**src/rtl/keypad_entry_ctrl_if.sv**
```systemverilog
// rtl/keypad_entry_ctrl_if.sv - key event inputs and entry/commit outputs of the keypad entry controller
interface keypad_entry_ctrl_if #(
    parameter int DIGITS = 4,
    parameter int OUT_W  = 14,
    parameter int CNT_W  = 4
);
    logic                  key_hold;
    logic [3:0]            key_code;
    logic                  pset;
    logic [4*DIGITS-1:0]   entry_bcd;
    logic [CNT_W-1:0]      digit_cnt;
    logic [OUT_W-1:0]      num_set;
    logic                  set_valid;
    logic                  busy;

    modport master (
        output key_hold, key_code, pset,
        input  entry_bcd, digit_cnt, num_set, set_valid, busy
    );

    modport slave (
        input  key_hold, key_code, pset,
        output entry_bcd, digit_cnt, num_set, set_valid, busy
    );
endinterface

```
**src/rtl/keypad_entry_ctrl.sv**
```systemverilog
// rtl/keypad_entry_ctrl.sv - keypad digit entry buffer with sequential BCD-to-binary commit
module keypad_entry_ctrl #(
    parameter int DIGITS = 4,
    parameter int OUT_W  = 14,
    parameter int WRAP   = 1,
    parameter int CNT_W  = 4
) (
    input  logic                 clk,
    input  logic                 rst_n,
    keypad_entry_ctrl_if.slave   bus
);
    localparam int BCD_W = 4 * DIGITS;
    localparam int IDX_W = (DIGITS > 1) ? $clog2(DIGITS) : 1;

    typedef enum logic [1:0] {IDLE, CONV, DONE} state_t;

    state_t             state_q, state_d;
    logic               key_prev_q;
    logic [BCD_W-1:0]   entry_q, entry_d;
    logic [CNT_W-1:0]   cnt_q, cnt_d;
    logic [OUT_W-1:0]   acc_q, acc_d;
    logic [IDX_W-1:0]   idx_q, idx_d;
    logic [OUT_W-1:0]   num_q, num_d;
    logic               valid_q, valid_d;
    logic               busy_q, busy_d;

    logic               key_evt;
    logic [BCD_W-1:0]   shifted;
    logic [3:0]         cur_digit;
    logic [OUT_W-1:0]   acc_step;

    always_ff @(posedge clk or negedge rst_n) begin
        if (!rst_n) begin
            state_q    <= IDLE;
            key_prev_q <= 1'b0;
            entry_q    <= '0;
            cnt_q      <= '0;
            acc_q      <= '0;
            idx_q      <= '0;
            num_q      <= '0;
            valid_q    <= 1'b0;
            busy_q     <= 1'b0;
        end else begin
            state_q    <= state_d;
            key_prev_q <= bus.key_hold;
            entry_q    <= entry_d;
            cnt_q      <= cnt_d;
            acc_q      <= acc_d;
            idx_q      <= idx_d;
            num_q      <= num_d;
            valid_q    <= valid_d;
            busy_q     <= busy_d;
        end
    end

    // The final CONV step writes num_set and set_valid directly so both are visible in the DONE cycle.
    always_comb begin
        state_d   = state_q;
        entry_d   = entry_q;
        cnt_d     = cnt_q;
        acc_d     = acc_q;
        idx_d     = idx_q;
        num_d     = num_q;
        valid_d   = 1'b0;
        busy_d    = busy_q;

        key_evt   = key_prev_q & ~bus.key_hold;
        shifted   = entry_q >> {idx_q, 2'b00};
        cur_digit = shifted[3:0];
        acc_step  = acc_q * OUT_W'(10) + OUT_W'(cur_digit);

        case (state_q)
            IDLE: begin
                if (key_evt && bus.pset) begin
                    if (bus.key_code <= 4'd9) begin
                        if (cnt_q < CNT_W'(DIGITS)) begin
                            entry_d = (entry_q << 4) | BCD_W'(bus.key_code);
                            cnt_d   = cnt_q + CNT_W'(1);
                        end else if (WRAP != 0) begin
                            entry_d = (entry_q << 4) | BCD_W'(bus.key_code);
                        end
                    end else begin
                        case (bus.key_code)
                            4'hA: begin
                                entry_d = '0;
                                cnt_d   = '0;
                            end
                            4'hB: begin
                                if (cnt_q != '0) begin
                                    entry_d = entry_q >> 4;
                                    cnt_d   = cnt_q - CNT_W'(1);
                                end
                            end
                            4'hC: begin
                                if (cnt_q != '0) begin
                                    acc_d   = '0;
                                    idx_d   = IDX_W'(DIGITS - 1);
                                    busy_d  = 1'b1;
                                    state_d = CONV;
                                end
                            end
                            default: ;
                        endcase
                    end
                end
            end
            CONV: begin
                acc_d = acc_step;
                if (idx_q == '0) begin
                    num_d   = acc_step;
                    valid_d = 1'b1;
                    busy_d  = 1'b0;
                    state_d = DONE;
                end else begin
                    idx_d = idx_q - IDX_W'(1);
                end
            end
            DONE: begin
                entry_d = '0;
                cnt_d   = '0;
                state_d = IDLE;
            end
            default: state_d = IDLE;
        endcase
    end

    assign bus.entry_bcd = entry_q;
    assign bus.digit_cnt = cnt_q;
    assign bus.num_set   = num_q;
    assign bus.set_valid = valid_q;
    assign bus.busy      = busy_q;
endmodule

```
**src/flat_wrapper.sv**
```systemverilog
// flat-port wrapper written by rule: the top's interface ports become plain ports
module keypad_entry_ctrl_flat 
#(
    parameter int DIGITS = 4,
    parameter int OUT_W  = 14,
    parameter int WRAP   = 1,
    parameter int CNT_W  = 4
)
  (clk, rst_n, bus_key_hold, bus_key_code, bus_pset, bus_entry_bcd, bus_digit_cnt, bus_num_set, bus_set_valid, bus_busy);
  keypad_entry_ctrl_if #(.DIGITS(DIGITS), .OUT_W(OUT_W), .CNT_W(CNT_W)) bus_i ();
  input  logic clk;
  input  logic rst_n;
  input wire logic [$bits(bus_i.key_hold)-1:0] bus_key_hold;
  input wire logic [$bits(bus_i.key_code)-1:0] bus_key_code;
  input wire logic [$bits(bus_i.pset)-1:0] bus_pset;
  output wire logic [$bits(bus_i.entry_bcd)-1:0] bus_entry_bcd;
  output wire logic [$bits(bus_i.digit_cnt)-1:0] bus_digit_cnt;
  output wire logic [$bits(bus_i.num_set)-1:0] bus_num_set;
  output wire logic [$bits(bus_i.set_valid)-1:0] bus_set_valid;
  output wire logic [$bits(bus_i.busy)-1:0] bus_busy;
  assign bus_i.key_hold = bus_key_hold;
  assign bus_i.key_code = bus_key_code;
  assign bus_i.pset = bus_pset;
  assign bus_entry_bcd = bus_i.entry_bcd;
  assign bus_digit_cnt = bus_i.digit_cnt;
  assign bus_num_set = bus_i.num_set;
  assign bus_set_valid = bus_i.set_valid;
  assign bus_busy = bus_i.busy;
  keypad_entry_ctrl #(.DIGITS(DIGITS), .OUT_W(OUT_W), .WRAP(WRAP), .CNT_W(CNT_W)) u_core (.clk(clk), .rst_n(rst_n), .bus(bus_i));
endmodule
```
**config.mk**
```make
export PLATFORM = sky130hd
export DESIGN_NAME = keypad_entry_ctrl_flat
export DESIGN_NICKNAME = d
export VERILOG_FILES = /design/src/rtl/keypad_entry_ctrl_if.sv /design/src/rtl/keypad_entry_ctrl.sv /design/src/flat_wrapper.sv
export SDC_FILE = /design/constraint.sdc
export NUM_CORES = 1
export LEC_CHECK = 0
export BUFFER_PORTS_ARGS = -buffer_cell sky130_fd_sc_hd__buf_2
export CORE_UTILIZATION = 45
export DETAILED_ROUTE_END_ITERATION = 8
export PLACE_DENSITY = 0.68
export SLEW_MARGIN = 10
export SYNTH_ARGS = -nofsm -noshare
export SYNTH_HDL_FRONTEND = slang
export SYNTH_SLANG_ARGS = --single-unit
```
**constraint.sdc**
```tcl
create_clock -name clk -period 4.1 [get_ports clk]
set_input_delay 0.205 -clock clk [delete_from_list [all_inputs] [get_ports clk]]
set_output_delay 0.205 -clock clk [all_outputs]
set_load 0.01 [all_outputs]
```
### Word level (Yosys, flattened, before mapping)

Cells that the tools add are included.

* output and inout bits: 36
* flip-flop bits (word level): 55
* input bits: 8

* add/sub/neg operators: 4
* bitwise logic cells: 3
* shifts and indexed selects: 1
* multipliers: 1
* order comparisons: 2
* reductions and logical operators: 13
* muxes and demuxes: 36
* equal/unequal tests: 14

Operators by type and width (number)
* case mux 16 bit (2 select lines): 2
* two-way mux 14 bit: 4
* two-way mux 16 bit: 3
* case mux 14 bit (2 select lines): 1
* two-way mux 2 bit: 10
* two-way mux 4 bit: 4
* OR 16 x 4 -> 16 bit: 1
* case mux 4 bit (2 select lines): 2
* >> shifter 16 x 4 -> 4 bit: 1
* AND reduction 5 bit: 3
* adder 14 x 4 -> 14 bit: 1
* multiplier 14 x 3 -> 13 bit (second input constant): 1
* == test 4 bit (second input constant): 3
* AND reduction 6 bit: 2
* case mux 2 bit (2 select lines): 2
* two-way mux 1 bit: 7
* inequality test 2 x 1 -> 1 bit (second input constant): 3
* inequality test 2 bit (second input constant): 3
* adder 4 x 1 -> 4 bit (second input constant): 1
* <= comparator 4 bit (second input constant): 1
* zero test 2 bit: 2
* less-than comparator 4 x 3 -> 1 bit (second input constant): 1
* inequality test 4 x 2 -> 1 bit (second input constant): 1
* inequality test 4 x 3 -> 1 bit (second input constant): 1
* 13 further kinds: 14

### Logic depth before layout (Yosys ltp)

Gate-level depths: netlist (run 1).

* depth in word-level cells: 6
* mapped depth: 11
* gate-level depth less buffers: 11

### Worst setup path after synthesis (run 1)

No wires, ideal clock.

* path kind: reg2reg
* from: register u_core.acc_q[1]
* to: register u_core.num_q[13] (netlist: u_core.bus.num_set[13])
* stages on the path, launching flop included: 12
* setup time: 0.128 ns
* setup slack: 1.388 ns
* arrival time: 2.584 ns
* period minus slack after synthesis: 2.712 ns
* cell sequence: dfrtp_1 ha_1 ha_1 inv_1 fa_1 nand2b_2 a2111o_1 o211ai_2 nand4_2 nor4_2 xnor2_1 o21ai_1

* word-level cells in the longest chain between the ends: 2

Ends and longest elaborated chain
* from (decl): RTL line keypad_entry_ctrl.sv:21 `logic [OUT_W-1:0] acc_q, acc_d;`
* from (signal assigned): RTL line keypad_entry_ctrl.sv:38 `acc_q <= '0;`
* from (signal assigned): RTL line keypad_entry_ctrl.sv:48 `acc_q <= acc_d;`
* multiplier 14 x 3 -> 13 bit: RTL line keypad_entry_ctrl.sv:70 `acc_step = acc_q * OUT_W'(10) + OUT_W'(cur_digit);`
* adder 14 x 4 -> 14 bit: RTL line keypad_entry_ctrl.sv:70
* to (signal assigned): RTL line keypad_entry_ctrl.sv:50 `num_q <= num_d;`
* to (decl): RTL line keypad_entry_ctrl.sv:23 `logic [OUT_W-1:0] num_q, num_d;`

Every way passes these cells.
A chain may end at the register's enable or synchronous reset.

### Final worst setup path (run 1)

* from: register u_core.acc_q[1]
* to: register u_core.num_q[12] (netlist: u_core.bus.num_set[12])

The elaborated chain is that of the path after synthesis.

==> metrics.md, run 1 <==
| Metric | Value |
|---|---|
| CTS max path bufs | 2 |
| Postcts setup bufs | 0 |
| IO buf count | 43 |
| R2r setup slk | 1.18 ns |
| Worst-path cell chain | ha_1 -> ha_1 -> inv_1 -> fa_1 -> nand2b_2 -> a21oi_1 -> xor2_1 -> nand4_2 -> nor3_1 -> xor2_1 -> o21ai_0 |
| Slew HR | 48.1% |
| WHS | -0.00256 ns |
| Routed Antenna Nets | 0 |
| Met3 Routed Length | 202 µm |
| Clock root cell | clkbuf_8 |
| Largest net degree at the start of global routing | 55 |
| Final Max Tran Viols | 0 |
| Cell count after placement | 434 |
| Post-cts gate resize count | 0 |
| Crit path max fanout | 4 |
| Yosys cell types | 46 |
| Vias/cell | 5.59 |
| Mapped Area | 3140 µm² |
| TritonCTS clock tree | yes |
| Worst r2r dst | u_core.bus.num_set[12] |
| Core area | 6760 µm² |
| Wl on met1 | 3280 µm |
| Post-DP HPWL | 4830 µm |
| Startpoint Class | flip-flop |
| Worst slack, placed | 1.22 ns |
| Multi-input logic area | 1680 µm² |
| Failing checks | negative hold slack |
| Syn Nets | 355 |
| RR Startpoint | u_core.acc_q[1] |
| Setup violations, final | 0 |
| CP arrival | 3.08 ns |
| Per-cell routed wire length | 15.2 µm |
| Flops & latches, synth | 54 |
| CTS Buf Count | 5 |
| Least-Margin Pin Slew | 0.776 ns |
| Top routing layer in use | met4 |
| Synth top area cells | dfrtp_1, ha_1, o21ai_0 |
| Vias in the first global route | 2,239 |
| Io pins | 44 |
| DIE AREA | 7310 µm² |
| Initial antenna violation count | 0 |
| Tmin final | 2.92 ns |
| Leading cell type in the layout, fill and taps excluded | dfrtp_1 |
| Final worst setup slack | 1.18 ns |
| Reg clk slew, reported paths | 0.10 ns |
| Chip Height | 85.5 µm |
| LEAKAGE | 1.75 nW |
| DIE WIDTH | 85.5 µm |
| Warnings from Yosys | 0 |
| Status | complete, but fails checks |
| # Max-Cap Violations | 0 |
| Routability cong. | 0.803 |
| Syn Area/Cell | 9.81 µm² |
| Crit. End Element | flip-flop |
| Placed instance area | 3420 µm² |
| Pwr per Cell Area | 797 nW/µm² |
| GRT overflow | 0 |
| Worst Path Required | 4.27 ns |
| Global-route wire length before repair | 11,100 µm |
| Synth Flop Type | dfrtp_1 |
| Via Count | 2,469 |
| Worst-Skew Late Latency | 0.31 ns |
| Final nets | 396 |
| FILL cells | 628 |
| Fin crit share | 71.1% |
| Clk sinks | 54 |
| Drt total wl | 6700 µm |
| Yosys top cell area share | 43.0% |
| Drt pass-1 iters | 4 |
| RSZ-0062 raised after global routing | false |
| Final instance area | 3520 µm² |
| Leading area contributor after synthesis | dfrtp_1 |
| Register area share after synthesis | 43.0% |
| Row count | 30 |
| WP buf/inv | 1 |
| Tot GR Track Use | 19.1% |
| Synthesized instance count | 320 |
| ANT cells | 0 |
| Most frequent cells in the layout | dfrtp_1, nand2_1, buf_2 |
| Worst Reg2Reg Path Length in Cells | 11 |
| Hold crit path type | primary input to asynchronous set/reset pin |
| Fin util | 52.1% |
| Critical-path top delay cell | dfrtp_1 |
| Sequential cell area | 1350 µm² |
| Initial Util | 46.5% |
| Final Hold Viols | 3 |
| Critical Path Start | u_core.acc_q[1] |
| Crit Path Category | flip-flop to flip-flop |
| Hold_buf cts | 0 |
| Synth-to-Final Area Change | 12.1% |
| FFs w/ async S/R, synth | 100% |
| Final cell count without fillers | 442 |
| Fmax | 0.343 GHz |
| Post-route DRC violation count | 0 |
| CTS H-tree lvls | 2 |
| Delay of the slowest critical-path stage | 0.44 ns |
| EDFF count, synth | 0 |
| Final Skew | 0.0103 ns |
| Setup_tns | 0 ns |
| CP delay by family, top | adder cells |
| Routed wl met2 | 3170 µm |
| VDD IR max | 0.345 mV |
| Drt first-iter violations | 112 |
| Share of layout cells above drive strength 1 | 19.3% |
state kept, by name, indices dropped and copies added (netlist names):
register              flops
u_core.bus.digit_cnt      4
u_core.acc_q             13
u_core.bus.entry_bcd     16
u_core.idx_q              2
u_core.bus.set_valid      1
u_core.key_prev_q         1
u_core.bus.busy           1
u_core.bus.num_set       14
u_core.state_q            2
logic make-up (layout without fill, tap and decap cells):
kind of cell | after synthesis | in the layout | synth area share (%)
multiplexers | 7 | 7 | 3.95
AND/OR/NAND/NOR | 94 | 94 | 13.9
buffers and inverters | 26 | 68 | 3.47
flip-flops | 54 | 54 | 43.0
XOR/XNOR | 20 | 20 | 5.58
AO/OA/AOI/OAI | 92 | 92 | 18.8
adder cells (fa/ha/maj) | 27 | 27 | 11.2
final cells by class:
class	instances	area share (%)
sequential	54	38.4
clock inverter	3	0.711
clock buffer	5	1.96
timing repair buffer	47	6.97
tap	80	2.84
inverter	13	1.39
multi-input combinational	240	47.7
metal layers:
metal	up-vias	track usage [%]
met1	1196	26.5
met2	47	32.1
met3	5	2.89
met5	-	0
li1	1221	-
met4	0	4.09
report_power, final:
| part | switching (mW) | leakage (nW) | internal (mW) |
|---|---|---|---|
| Sequential | 0.208 | 0.706 | 0.720 |
| Clock | 0.185 | 0.0447 | 0.124 |
| Combinational | 0.881 | 0.997 | 0.685 |
| Total | 1.27 | 1.75 | 1.53 |
through the flow:
step,hold slack [ns],power [mW]
after CTS,0.00507,2.82
after detailed placement,0.334,2.50
after global routing,0.00458,3.04
after global placement,0.323,2.46
after floorplan,-0.0906,2.07
final,-0.00256,2.80
cells in the mapped netlist (all sizes together) (2+ instances only):
master	instances
nand2	47
a21o	5
a22o	7
o21ai	42
or3	2
a221oi	4
nor2	20
mux4	4
inv	13
dfrtp	54
a22oi	10
mux2	3
nor3	4
o221ai	2
nor3b	2
o211ai	2
fa	2
nand3	4
xnor2	12
nand2b	5
buf	4
clkbuf	9
ha	25
xor2	8
nor2b	4
o21bai	2
a21oi	11
how the worst max path moves through the flow:
stage,endpoint,slack (ns),cells past startpoint
2_1_floorplan,u_core.bus.num_set[13],1.39,11
3_3_place_gp,u_core.bus.num_set[12],1.27,11
5_1_grt,u_core.bus.num_set[12],0.97,11
6_report,u_core.bus.num_set[12],1.18,11
3_5_place_dp,u_core.acc_q[12],1.22,11
4_1_cts,u_core.bus.num_set[12],1.17,11
Note: power is estimated with default switching activity, not from simulation.
==> run 2, diff against run 1 <==
--- a/config.mk
+++ b/config.mk
@@ -8,7 +8,7 @@
 export BUFFER_PORTS_ARGS = -buffer_cell sky130_fd_sc_hd__buf_2
 export CORE_UTILIZATION = 45
 export DETAILED_ROUTE_END_ITERATION = 8
-export PLACE_DENSITY = 0.68
+export PLACE_DENSITY = 0.71
 export SLEW_MARGIN = 10
 export SYNTH_ARGS = -nofsm -noshare
 export SYNTH_HDL_FRONTEND = slang
==> constraint.sdc (replaced) <==
create_clock -name clk -period 2.35 [get_ports clk]
set_input_delay 0.1175 -clock clk [delete_from_list [all_inputs] [get_ports clk]]
set_output_delay 0.1175 -clock clk [all_outputs]
set_load 0.01 [all_outputs]
==> run 2 against run 1 <==
The flow finishes with violations (negative setup slack). Clock power rose by 110%. Critical path depth rose by 1. Worst setup slack got worse by 1.5 ns. Sequential cell count did not move. Clock skew rose by 0.00082 ns. Maximum frequency rose by 9.7%. Worst hold slack improved by 0.16 ns. Combinational power rose by 150%. First-iteration DRC count fell by 23%. Largest power group unchanged. Highest routed layer unchanged.
==> metrics.md, run 2 (synthesized netlist as in run 1, its figures left out) <==
| Metric | Value |
|---|---|
| Status | complete, but fails checks (unchanged) |
| Failing checks | negative setup slack (was negative hold slack) |
| ANT cells | 0 (unchanged) |
| CTS H-tree lvls | 2 (unchanged) |
| Crit. End Element | flip-flop (unchanged) |
| Row count | 30 (unchanged) |
| Clock root cell | clkbuf_8 (unchanged) |
| Final worst setup slack | -0.309 ns (was 1.18 ns) |
| Reg clk slew, reported paths | 0.10 ns (about the same) |
| CP arrival | 2.86 ns (was 3.08 ns) |
| DIE WIDTH | 85.5 µm (unchanged) |
| Psw | 2.57 mW (was 1.27 mW) |
| Io pins | 44 (unchanged) |
| Hold crit path type | primary input to flip-flop (was primary input to asynchronous set/reset pin) |
| Drt total wl | 7580 µm (was 6700 µm) |
| Fmax | 0.376 GHz (was 0.343 GHz) |
| Chip Height | 85.5 µm (unchanged) |
| Pwr per Cell Area | 1490 nW/µm² (was 797 nW/µm²) |
| Routed Antenna Nets | 0 (unchanged) |
| Vias/cell | 5.56 (was 5.59) |
| Worst Path Required | 2.56 ns (was 4.27 ns) |
| WHS | 0.159 ns (was -0.00256 ns) |
| CTS max path bufs | 2 (unchanged) |
| CTS Buf Count | 5 (unchanged) |
| Combinational fraction of design power | 64.2% (was 55.9%) |
| Slew HR | 54.6% (was 48.1%) |
| Initial antenna violation count | 0 (unchanged) |
| Most frequent cells in the layout | dfrtp_1, buf_4, nand2_1 (was dfrtp_1, nand2_1, buf_2) |
| Setup_tns | -2.21 ns (was 0 ns) |
| Setup violations, final | 10 (was 0) |
| Final Max Tran Viols | 0 (unchanged) |
| Final cell count without fillers | 492 (was 442) |
| Final Skew | 0.0111 ns (was 0.0103 ns) |
| Least-Margin Pin Slew | 0.681 ns (was 0.776 ns) |
| Crit Path Category | flip-flop to flip-flop (unchanged) |
| Post-route DRC violation count | 0 (unchanged) |
| Startpoint Class | flip-flop (unchanged) |
| Worst slack, placed | -0.346 ns (was 1.22 ns) |
| Post-DP HPWL | 5500 µm (was 4830 µm) |
| Share of layout cells above drive strength 1 | 34.0% (was 19.3%) |
| Leading cell type in the layout, fill and taps excluded | dfrtp_1 (unchanged) |
| RSZ-0062 raised after global routing | true (was false) |
| Core area | 6760 µm² (unchanged) |
| Final Power | 6.10 mW (was 2.80 mW) |
| Largest net degree at the start of global routing | 31 (was 55) |
| Drt first-iter violations | 86 (was 112) |
| TritonCTS clock tree | yes (unchanged) |
| Clk pwr share | 10.4% (was 11.0%) |
| Initial Util | 46.5% (unchanged) |
| Reg power frac | 25.4% (was 33.1%) |
| Vias in the first global route | 2,677 (was 2,239) |
| Global-route wire length before repair | 12,500 µm (was 11,100 µm) |
| LEAKAGE | 2.05 nW (was 1.75 nW) |
| # Max-Cap Violations | 0 (unchanged) |
| R2r setup slk | -0.31 ns (was 1.18 ns) |
| GRT overflow | 0 (unchanged) |
| Cell count after placement | 477 (was 434) |
| DIE AREA | 7310 µm² (unchanged) |
| Sw Share | 42.2% (was 45.5%) |
| IO buf count | 43 (unchanged) |
| Tmin final | 2.66 ns (was 2.92 ns) |
| Routability cong. | 0.836 (was 0.803) |
| Drt pass-1 iters | 4 (unchanged) |
| Final Hold Viols | 0 (was 3) |
| Crit path max fanout | 3 (was 4) |
| Synth-to-Final Area Change | 30.1% (was 12.1%) |
| Clk sinks | 54 (unchanged) |
| Tot GR Track Use | 21.7% (was 19.1%) |
| Max FFs per register | 16 (unchanged) |
| VDD IR max | 0.522 mV (was 0.345 mV) |
| Worst-Skew Late Latency | 0.31 ns (about the same) |
| Per-cell routed wire length | 15.4 µm (was 15.2 µm) |
| Final nets | 446 (was 396) |
| Fin crit share | 113% (was 71.1%) |
| Via Count | 2,736 (was 2,469) |
| Power Internal | 3.53 mW (was 1.53 mW) |
[run 2: per-layer routing]
layer	up-vias	part of all wire, %	track usage (%)
met1	1338	42	26.3
met4	0	1.7	5.76
met5	-	0	0
met2	71	52	40.1
met3	11	3.7	3.37
li1	1316	-	-
[run 2: path summary, 6_finish.rpt]
path | cells after the start | startpoint | end
worst max register to register | 12 | u_core.acc_q[3] | u_core.bus.num_set[13]
worst min-delay path | 3 | bus_key_code[0] | u_core.bus.entry_bcd[0]
worst min register to register | 2 | u_core.bus.num_set[9] | u_core.bus.num_set[9]
min in group asynchronous | 2 | rst_n | u_core.acc_q[7]
worst max-delay path | 12 | u_core.acc_q[3] | u_core.bus.num_set[13]
max in group asynchronous | 3 | rst_n | u_core.bus.entry_bcd[1]
[run 2: layout make-up]
type	instances	area (µm²)
Clock buffer	5	68.8
Tap cell	80	100
Clock inverter	3	45.0
Fill cell	567	2670
Inverter	13	48.8
Sequential cell	54	1350
Timing Repair Buffer	97	626
Multi-Input combinational cell	240	1840
[run 2: through the flow]
stage	util (%)	instance area [µm²]
after CTS	59.3	4000
after floorplan	-	3150
final	60.4	4080
after global routing	60.4	4080
after global placement	55.6	3760
after detailed placement	55.6	3760
[run 2: critical path, cell delays in order (launching register included)]
cell and delay, ns:
dfrtp_1 0.44, ha_4 0.30, ha_4 0.14, inv_2 0.03
fa_2 0.33, nand2b_4 0.16, a2111o_1 0.38, o211ai_2 0.10
nand4_2 0.14, buf_4 0.17, nor4_4 0.14, xnor2_1 0.16
o21ai_1 0.07
[run 2: power groups by stage]
stage / clock network [mW] / registers, mW / logic, mW
after floorplan: 0 / 1.61 / 2.03
after global routing: 0.675 / 1.59 / 4.31
after CTS: 0.645 / 1.55 / 3.73
final: 0.636 / 1.55 / 3.91
after detailed placement: 0 / 1.56 / 3.42
after global placement: 0 / 1.54 / 3.33
[run 2: timing repair]
action / CTS / global route
setup endpoints to repair: 13 / 17
endpoints found under the hold margin: 29 / 0
hold buffers: 2 / 0
pin swaps: 7 / 9
buffers inserted: 2 / 3
resized for setup: 18 / 9
==> run 3, diff against run 2 <==
--- a/config.mk
+++ b/config.mk
@@ -6,9 +6,9 @@
 export NUM_CORES = 1
 export LEC_CHECK = 0
 export BUFFER_PORTS_ARGS = -buffer_cell sky130_fd_sc_hd__buf_2
-export CORE_UTILIZATION = 45
+export CORE_UTILIZATION = 50
 export DETAILED_ROUTE_END_ITERATION = 8
-export PLACE_DENSITY = 0.71
+export PLACE_DENSITY = 0.77
 export SLEW_MARGIN = 10
 export SYNTH_ARGS = -nofsm -noshare
 export SYNTH_HDL_FRONTEND = slang
==> run 3 against run 2 <==
The run still ends with negative setup slack left. Final cell count is the same. Sequential power is essentially flat. Utilization grew 9.7 points. Design area grew 2.9%. Clock skew shrank 0.0055 ns. Via count grew 3.7%. Non-clock buffer count grew 5. Combinational power grew 13%. Total power grew 8.9%. Maximum frequency shrank 0.45%. Count of clock-buffer cells in the layout is the same. Critical path type unchanged.
==> metrics.md, run 3 (synthesized netlist as in run 1, its figures left out) <==
| Metric | Value |
|---|---|
| Post-route DRC violation count | 0 (unchanged) |
| Max FFs per register | 16 (unchanged) |
| Top cell by count, worst path | xnor2_1 (was ha_4) |
| Share of layout cells above drive strength 1 | 37.2% (was 34.0%) |
| Slew HR | 58.4% (was 54.6%) |
| IO buf count | 43 (unchanged) |
| Clk sinks | 54 (unchanged) |
| Startpoint Class | flip-flop (unchanged) |
| Clock root cell | clkbuf_8 (unchanged) |
| Chip Height | 81.2 µm (was 85.5 µm) |
| Status | complete, but fails checks (unchanged) |
| Routed Antenna Nets | 0 (unchanged) |
| Most frequent cells in the layout | dfrtp_1, buf_4, nand2_1 (unchanged) |
| GRT overflow | 0 (unchanged) |
| Setup violations, final | 14 (was 10) |
| Final Max Tran Viols | 0 (unchanged) |
| WHS Path Cells | 3 (unchanged) |
| Least-Margin Pin Slew | 0.624 ns (was 0.681 ns) |
| Global-route wire length before repair | 12,500 µm (about the same) |
| Drt total wl | 8480 µm (was 7580 µm) |
| CTS Buf Count | 5 (unchanged) |
| Reg clk slew, reported paths | 0.10 ns (about the same) |
| # Max-Cap Violations | 0 (unchanged) |
| Crit. End Element | flip-flop (unchanged) |
| VDD IR max | 1.05 mV (was 0.522 mV) |
| TritonCTS clock tree | yes (unchanged) |
| Leading cell type in the layout, fill and taps excluded | dfrtp_1 (unchanged) |
| Vias in the first global route | 2,694 (was 2,677) |
| DIE WIDTH | 81.2 µm (was 85.5 µm) |
| Worst Path Required | 2.55 ns (was 2.56 ns) |
| Critical-path top delay cell | dfrtp_1 (unchanged) |
| Pwr per Cell Area | 1580 nW/µm² (was 1490 nW/µm²) |
| Drt first-iter violations | 222 (was 86) |
| Worst-Skew Late Latency | 0.31 ns (about the same) |
| RSZ-0062 raised after global routing | true (unchanged) |
| Placed instance area | 3750 µm² (was 3760 µm²) |
| Crit Path Category | flip-flop to flip-flop (unchanged) |
| Worst Reg2Reg Path Length in Cells | 11 (was 12) |
| Initial antenna violation count | 0 (unchanged) |
| Final nets | 451 (was 446) |
| ANT cells | 0 (unchanged) |
| Synth-to-Final Area Change | 33.9% (was 30.1%) |
| Initial Util | 52.4% (was 46.5%) |
| LEAKAGE | 2.10 nW (was 2.05 nW) |
| Core area | 5990 µm² (was 6760 µm²) |
| Fmax | 0.374 GHz (was 0.376 GHz) |
| Delay of the slowest critical-path stage | 0.40 ns (was 0.44 ns) |
| Worst slack, placed | -0.299 ns (was -0.346 ns) |
| Hold crit path type | primary input to flip-flop (unchanged) |
| Row count | 28 (was 30) |
| Vias/cell | 5.76 (was 5.56) |
| Final worst setup slack | -0.321 ns (was -0.309 ns) |
| WP buf/inv | 1 (was 2) |
| Worst-path cell chain | ha_1 -> ha_2 -> inv_2 -> fa_2 -> nand2b_4 -> a21oi_1 -> o32a_1 -> xnor2_1 -> nor4_2 -> xnor2_1 -> o21ai_1 (was ha_4 -> ha_4 -> inv_2 -> fa_2 -> nand2b_4 -> a2111o_1 -> o211ai_2 -> nand4_2 -> buf_4 -> nor4_4 -> xnor2_1 -> o21ai_1) |
| Largest net degree at the start of global routing | 30 (was 31) |
| Tot GR Track Use | 25.0% (was 21.7%) |
| CP arrival | 2.87 ns (was 2.86 ns) |
| DIE AREA | 6600 µm² (was 7310 µm²) |
| Failing checks | negative setup slack (unchanged) |
| Post-DP HPWL | 5450 µm (was 5500 µm) |
| Per-cell routed wire length | 17.2 µm (was 15.4 µm) |
| Io pins | 44 (unchanged) |
| Fin crit share | 114% (was 113%) |
| FILL cells | 421 (was 567) |
| CTS max path bufs | 2 (unchanged) |
| Tmin final | 2.67 ns (was 2.66 ns) |
| CTS H-tree lvls | 2 (unchanged) |
| CP delay by family, top | adder cells (unchanged) |
| Crit path max fanout | 3 (unchanged) |
| Final Skew | 0.00558 ns (was 0.0111 ns) |
| Final Hold Viols | 0 (unchanged) |
| Routability cong. | 0.860 (was 0.836) |
| Final instance area | 4200 µm² (was 4080 µm²) |
| Via Count | 2,836 (was 2,736) |
| Drt pass-1 iters | 4 (unchanged) |
| CP Depth | 11 (was 12) |
run 3: cell count changes in the layout (fill, tap and decap cells not counted), sizes merged:
cell / change
buf: +5
clkinvlp: -1
inv: +1
run 3: cell type report:
class                      instances  area, µm²  area share (%)
clock buffer                       5       68.8            1.64
timing repair buffer             102        694            16.5
inverter                          13       48.8            1.16
sequential                        54       1350            32.2
multi-input combinational        240       1900            45.1
tap                               75       93.8            2.23
clock inverter                     3       48.8            1.16
run 3: power breakdown:
group          leakage (nW)  internal (mW)  switching (mW)
logic                  1.34           2.15            2.28
registers             0.705           1.26           0.307
clock network        0.0563          0.325           0.327
total                  2.10           3.73            2.91
run 3: worst register-to-register path, cell delays in order, from the launching register on:
cell	delay, ns
dfrtp_1	0.40
ha_1	0.29
ha_2	0.18
inv_2	0.04
fa_2	0.33
nand2b_4	0.17
a21oi_1	0.21
o32a_1	0.21
xnor2_1	0.10
nor4_2	0.37
xnor2_1	0.16
o21ai_1	0.08
run 3: timing repair:
action | 4_1_cts | 5_1_grt
pin swaps | 16 | 2
resized for setup | 30 | 23
gates cloned | 0 | 0
buffers inserted | 5 | 7
hold endpoints to repair | 26 | 0
setup endpoints to repair | 13 | 17
hold buffers | 2 | 0
run 3: stage by stage:
stage | setup TNS (ns) | hold WS, ns | instances | util (%) | total power, mW
floorplan | -0.941 | -0.178 | 320 | - | 3.63
global placement | -1.85 | 0.171 | 470 | 62.6 | 4.89
detailed placement | -2.68 | 0.175 | 470 | 62.6 | 5.03
CTS | -1.95 | 0.193 | 485 | 67.3 | 6.05
global route | -4.23 | 0.206 | 492 | 70.2 | 7.06
finish | -2.75 | 0.187 | 492 | 70.2 | 6.64
run 3: final timing paths:
kind	startpoint	endpoint	slack, ns
setup / recovery	u_core.acc_q[3]	u_core.bus.num_set[13]	-0.32
hold / removal	bus_key_code[0]	u_core.bus.entry_bcd[0]	0.19
setup reg to reg	u_core.acc_q[3]	u_core.bus.num_set[13]	-0.32
hold reg to reg	u_core.bus.num_set[11]	u_core.bus.num_set[11]	0.48
max in group asynchronous	rst_n	u_core.idx_q[0]	1.42
min in group asynchronous	rst_n	u_core.acc_q[9]	0.34
run 3: routing by layer:
metal  wire length [µm]  global-route usage [%]
met3                367                    4.94
met1               3360                    28.8
met5                  0                       0
met4                340                    10.0
met2               4420                    45.3
